**src/rtl/mem_rr_arbiter.sv**
```systemverilog
// Round-robin arbiter sharing one MemSplit32-style slave port between N masters.
// In-order read responses are routed back to their issuer through a small ID FIFO.
`timescale 1ns/1ps
module mem_rr_arbiter #(
    parameter int N_MASTERS  = 5,
    parameter int RESP_DEPTH = 4
) (
    input  logic                              clk_i,
    input  logic                              arst_i,
    input  logic [N_MASTERS-1:0]              m_req_i,
    input  logic [N_MASTERS-1:0]              m_we_i,
    input  logic [32*N_MASTERS-1:0]           m_addr_bi,
    input  logic [4*N_MASTERS-1:0]            m_be_bi,
    input  logic [32*N_MASTERS-1:0]           m_wdata_bi,
    output logic [N_MASTERS-1:0]              m_ack_o,
    output logic [N_MASTERS-1:0]              m_resp_o,
    output logic [32*N_MASTERS-1:0]           m_rdata_bo,
    output logic                              s_req_o,
    output logic                              s_we_o,
    output logic [31:0]                       s_addr_bo,
    output logic [3:0]                        s_be_bo,
    output logic [31:0]                       s_wdata_bo,
    input  logic                              s_ack_i,
    input  logic                              s_resp_i,
    input  logic [31:0]                       s_rdata_bi,
    output logic [$clog2(RESP_DEPTH+1)-1:0]   rd_pending_o,
    output logic                              resp_err_o
);

    localparam int ID_W  = $clog2(N_MASTERS);
    localparam int PTR_W = $clog2(RESP_DEPTH);
    localparam int CNT_W = $clog2(RESP_DEPTH+1);

    logic [ID_W-1:0]  rr_ptr_q, rr_ptr_d;
    logic [ID_W-1:0]  locked_id_q, locked_id_d;
    logic             lock_q, lock_d;
    logic             resp_err_q;
    logic [ID_W-1:0]  id_mem_q [RESP_DEPTH];
    logic [PTR_W-1:0] wr_ptr_q, rd_ptr_q;
    logic [CNT_W-1:0] count_q;

    logic [ID_W-1:0]  winner, head_id;
    logic             win_vld, sel_we;
    logic [31:0]      sel_addr, sel_wdata;
    logic [3:0]       sel_be;
    logic             fifo_full, fifo_empty, s_req_int, accept, push, pop;

    // Round-robin scan from rr_ptr; an open lock pins the grant to the stalled master.
    always_comb begin
        logic [ID_W:0] idx;
        logic          found;
        winner = rr_ptr_q;
        found  = 1'b0;
        idx    = '0;
        for (int i = 0; i < N_MASTERS; i++) begin
            idx = {1'b0, rr_ptr_q} + (ID_W+1)'(i);
            if (idx >= (ID_W+1)'(N_MASTERS)) idx = idx - (ID_W+1)'(N_MASTERS);
            if (!found && m_req_i[idx[ID_W-1:0]]) begin
                winner = idx[ID_W-1:0];
                found  = 1'b1;
            end
        end
        if (lock_q) winner = locked_id_q;
    end

    always_comb begin
        win_vld   = 1'b0;
        sel_we    = 1'b0;
        sel_addr  = '0;
        sel_be    = '0;
        sel_wdata = '0;
        for (int k = 0; k < N_MASTERS; k++) begin
            if (winner == ID_W'(k) && m_req_i[k]) begin
                win_vld   = 1'b1;
                sel_we    = m_we_i[k];
                sel_addr  = m_addr_bi[32*k +: 32];
                sel_be    = m_be_bi[4*k +: 4];
                sel_wdata = m_wdata_bi[32*k +: 32];
            end
        end
    end

    assign fifo_full  = (count_q == CNT_W'(RESP_DEPTH));
    assign fifo_empty = (count_q == '0);
    assign s_req_int  = win_vld & ~fifo_full;
    assign accept     = s_req_int & s_ack_i;
    assign push       = accept & ~sel_we;
    assign pop        = s_resp_i & ~fifo_empty;
    assign head_id    = id_mem_q[rd_ptr_q];

    // Combinational outputs are forced low while reset is asserted.
    assign s_req_o      = s_req_int & ~arst_i;
    assign s_we_o       = sel_we & ~arst_i;
    assign s_addr_bo    = arst_i ? '0 : sel_addr;
    assign s_be_bo      = arst_i ? '0 : sel_be;
    assign s_wdata_bo   = arst_i ? '0 : sel_wdata;
    assign rd_pending_o = count_q;
    assign resp_err_o   = resp_err_q;

    always_comb begin
        m_ack_o    = '0;
        m_resp_o   = '0;
        m_rdata_bo = '0;
        for (int k = 0; k < N_MASTERS; k++) begin
            if (winner == ID_W'(k)) m_ack_o[k] = accept & ~arst_i;
            if (pop && !arst_i && head_id == ID_W'(k)) begin
                m_resp_o[k]             = 1'b1;
                m_rdata_bo[32*k +: 32]  = s_rdata_bi;
            end
        end
    end

    always_comb begin
        lock_d      = lock_q;
        locked_id_d = locked_id_q;
        rr_ptr_d    = rr_ptr_q;
        if (lock_q && !m_req_i[locked_id_q]) begin
            lock_d = 1'b0;
        end else if (accept) begin
            lock_d = 1'b0;
        end else if (s_req_int && !s_ack_i) begin
            lock_d      = 1'b1;
            locked_id_d = winner;
        end
        if (accept) rr_ptr_d = (winner == ID_W'(N_MASTERS-1)) ? '0 : winner + ID_W'(1);
    end

    always_ff @(posedge clk_i or posedge arst_i) begin
        if (arst_i) begin
            rr_ptr_q    <= '0;
            lock_q      <= 1'b0;
            locked_id_q <= '0;
            wr_ptr_q    <= '0;
            rd_ptr_q    <= '0;
            count_q     <= '0;
            resp_err_q  <= 1'b0;
        end else begin
            rr_ptr_q    <= rr_ptr_d;
            lock_q      <= lock_d;
            locked_id_q <= locked_id_d;
            wr_ptr_q    <= wr_ptr_q + PTR_W'(push);
            rd_ptr_q    <= rd_ptr_q + PTR_W'(pop);
            count_q     <= count_q + CNT_W'(push) - CNT_W'(pop);
            resp_err_q  <= resp_err_q | (s_resp_i & fifo_empty);
        end
    end

    // ID storage carries no reset; only the pointers and count define validity.
    always_ff @(posedge clk_i) begin
        if (push) id_mem_q[wr_ptr_q] <= winner;
    end

endmodule

```
**config.mk**
```make
export PLATFORM = sky130hd
export DESIGN_NAME = mem_rr_arbiter
export DESIGN_NICKNAME = d
export VERILOG_FILES = /design/src/rtl/mem_rr_arbiter.sv
export SDC_FILE = /design/constraint.sdc
export NUM_CORES = 1
export LEC_CHECK = 0
export CAP_MARGIN = 10
export CORE_AREA = 2 2 245 247
export DETAILED_ROUTE_END_ITERATION = 10
export DIE_AREA = 0 0 247 249
export GPL_TIMING_DRIVEN = 1
export HOLD_SLACK_MARGIN = 0.05
export PLACE_DENSITY = 0.35
export SETUP_SLACK_MARGIN = 0.15
export SYNTH_ARGS = -nofsm -noshare
export SYNTH_HDL_FRONTEND = slang
export SYNTH_SLANG_ARGS = --single-unit
```
**constraint.sdc**
```tcl
create_clock -name clk_i -period 16 [get_ports clk_i]
set_input_delay 4 -clock clk_i [delete_from_list [all_inputs] [get_ports clk_i]]
set_output_delay 4 -clock clk_i [all_outputs]
set_load 0.03 [all_outputs]
```
==> out/metrics.yaml <==
die:
  die_x_um: 247
  start_util: 0.1036
  io_pins: 630
  num_rows: 89
  die_h_um: 249
  fp.coreArea_um2: 58690
  die_area_um2: 61500
clock_network:
  cts_root_buf: "clkbuf_16"
  clock_sinks: 27
  postCtsHoldBufs: 0
  htree_levels: 1
  clockBufferDepth: 2
  cts_buffers: 3
  cts.repair.resized: 0
  cts_tree: "done"
  insertion_delay_ns: 0.26
  clk_pin_slew_ns: 0.07
  cts_setup_buffers: 0
sta:
  tightest_slew_ns: 0.9770
  finalSetupViolations: 0
  min_period_ns: 14.55
  rsz0062_at_grt: "false"
  slew_headroom: 0.3319
  fmax_ghz: 0.06872
  finalCritPeriodShare: 0.9095
  hold_violations: 0
  slew_viol_final: 0
  skew_ns: 0.002404
  tns_ns: 0
setup_path:
  required_ns: 12.00
  crit_end: "s_addr_bo[5]"
  crit_family: "compound AO/OA/AOI/OAI gates"
  worst_setup_path_end_kind: "output pin"
  r2r-end: "rd_pending_o[2]"
  ff2ff_setup_slack_ns: 8.17
  cp_cell_sequence: "clkdlybuf4s50_1 > mux2_2 > mux4_2 > and2_1 > or2_1 > o41ai_2 > a32oi_1 > o21ai_1 > ha_1 > and2_1 > a21oi_1 > o211a_1 > a31oi_4 > buf_4 > a221oi_1 > a2111oi_0 > buf_4 > clkdlybuf4s50_1"
  worstSetupStartpoint: "m_req_i[3]"
  worstReg2RegStart: "rr_ptr_q[0]"
  slowest_delay_ns: 0.78
  worstSetupPathType: "in -> out"
  critical_path_buf_inv_count: 4
  worst-path-max-fanout: 23
  worstSetupStartpointType: "primary input"
  crit_slowest_cell: "o21ai_1"
  r2r_cells: 23
  cp.arrival_ns: 10.55
  path_depth: 18
drt:
  ant_nets: 0
  wl_per_cell_um: 21.92
  dr.first_iter.drc_count: 346
  via_per_inst: 4.203
  vias: 9079
  wirelength_um: 47350
  drtPass1Iterations: 5
  drc_errors: 0
synth:
  synthArstFlopShare: 0.5556
  yosysTopAreaCell: "and2_1"
  syn_inst: 811
  synth_seq_cells: 27
  synth_area_um2: 6081
  synthMuxAreaShare: 0.04671
  synth_fa_ha_area_frac: 0.04156
  dominantRegCellSynth: "dfrtp_1"
  ys_warn_count: 0
  synth_edf_count: 12
  synthXorXnorAreaFrac: 0.01008
  synth-seq-area-share: 0.1210
  synth_area_leaders: "and2_1 (17%), a221oi_1 (9.8%), o22ai_1 (7.5%)"
  syn_avg_cell_area_um2: 7.498
  yosysUniqueCellTypes: 73
  synth_nets: 1216
  synth-simple-area-share: 0.3156
  synth_top_family_by_area: "compound AO/OA/AOI/OAI gates"
  synth_compound_area_frac: 0.3842
  synth_top_area_frac: 0.1677
place:
  port_buffers: 629
  dp_hpwl_um: 39800
  gp_congestion: 0.8285
  placed_area_um2: 13210
global_routing:
  gr-total-overflow: 0
  grt_pass1_vias: 9139
  grt_max_degree: 48
  antenna_found_initial: 14
  grt_pass1_wl_um: 66140
  grt_usage: 0.1458
worst_hold_path:
  hold_path_class: "reg -> reg"
status:
  status: "complete, no violations"
run:
  drv_cap: 0
layout:
  drive_gt1_frac: 0.06232
  area.growth.synth_to_final_pct: 118.8
  stdcell_area_um2: 13310
  layout.nets: 1786
-- layout make-up --
| cell class | count | area [µm²] |
|---|---|---|
| Antenna cell | 7 | 17.52 |
| Sequential cell | 27 | 735.7 |
| Multi-Input combinational cell | 673 | 4932 |
| Clock inverter | 1 | 7.507 |
| Fill cell | 6464 | 45380 |
| Inverter | 20 | 75.07 |
| Clock buffer | 3 | 75.07 |
| Timing Repair Buffer | 656 | 6496 |
| Tap cell | 773 | 967.2 |
-- per-stage QoR --
step | hold WS [ns] | worst slack (ns) | utilization | std cells
after floorplan | 0.4940 | 3.053 | - | 811
after global placement | 0.4600 | 1.453 | 0.2250 | 2149
after detailed placement | 0.4603 | 1.322 | 0.2250 | 2149
after CTS | 0.4767 | 1.268 | 0.2264 | 2153
after global routing | 0.4978 | 0.8436 | 0.2266 | 2157
final | 0.4728 | 1.447 | 0.2267 | 2160
-- sequential cells by signal, summed over array words and instances, names as in the netlist --
name	cells
locked_id_q	3
wr_ptr_q	2
rr_ptr_q	3
rd_pending_o	3
id_mem_q	12
resp_err_o	1
rd_ptr_q	2
lock_q	1
-- how the worst min path moves through the flow --
stage,end,start,depth (start not counted)
after floorplan,wr_ptr_q[1],wr_ptr_q[1],1
final,resp_err_o,resp_err_o,1
after global placement,resp_err_o,resp_err_o,1
after global routing,resp_err_o,resp_err_o,1
after detailed placement,resp_err_o,resp_err_o,1
after CTS,resp_err_o,resp_err_o,1
-- placed cells by master, fill, tap and decap left out, drive strengths merged, types with 4 or more instances in the layout --
cell / count
ha: 17
diode: 7
a211oi: 10
nor4: 6
and3: 6
nor3: 13
a221oi: 69
inv: 19
or3: 4
o22ai: 73
edfxtp: 12
and4: 6
buf: 28
mux2i: 7
and2: 164
nand2b: 5
a21o: 4
nor2b: 4
mux4: 5
clkdlybuf4s50: 628
a2111oi: 69
mux2: 9
nor2: 82
dfrtp: 15
xnor2: 5
nor4b: 4
a21oi: 16
nand2: 28
nand3: 7
nor3b: 6
o21ai: 9
-- kinds of logic after synthesis --
kind of cell,count (synthesis)
AOI/OAI and AO/OA,281
xor gates and xnor gates,7
adders and majority gates,19
buffers and inverters,111
DFF,27
muxes,21
and+or+nand+nor,345
-- metal layers --
metal,GRT usage,part of all wire
met4,0.02668,0.011
met5,0,0.0021
met1,0.1534,0.36
met3,0.03846,0.083
met2,0.2861,0.54
-- synth_stat cells (14+ instances only) --
cell / count
a21oi_1: 14
nor2_1: 82
a221oi_1: 68
nand2_1: 28
o22ai_1: 73
clkbuf_1: 61
buf_2: 18
and2_1: 163
a2111oi_2: 20
dfrtp_1: 15
a2111oi_0: 49
ha_1: 17
inv_1: 18
Power is left out: the tool's default activity adds up to more than one toggle a clock period on the data nets, which glitch-free logic cannot reach.
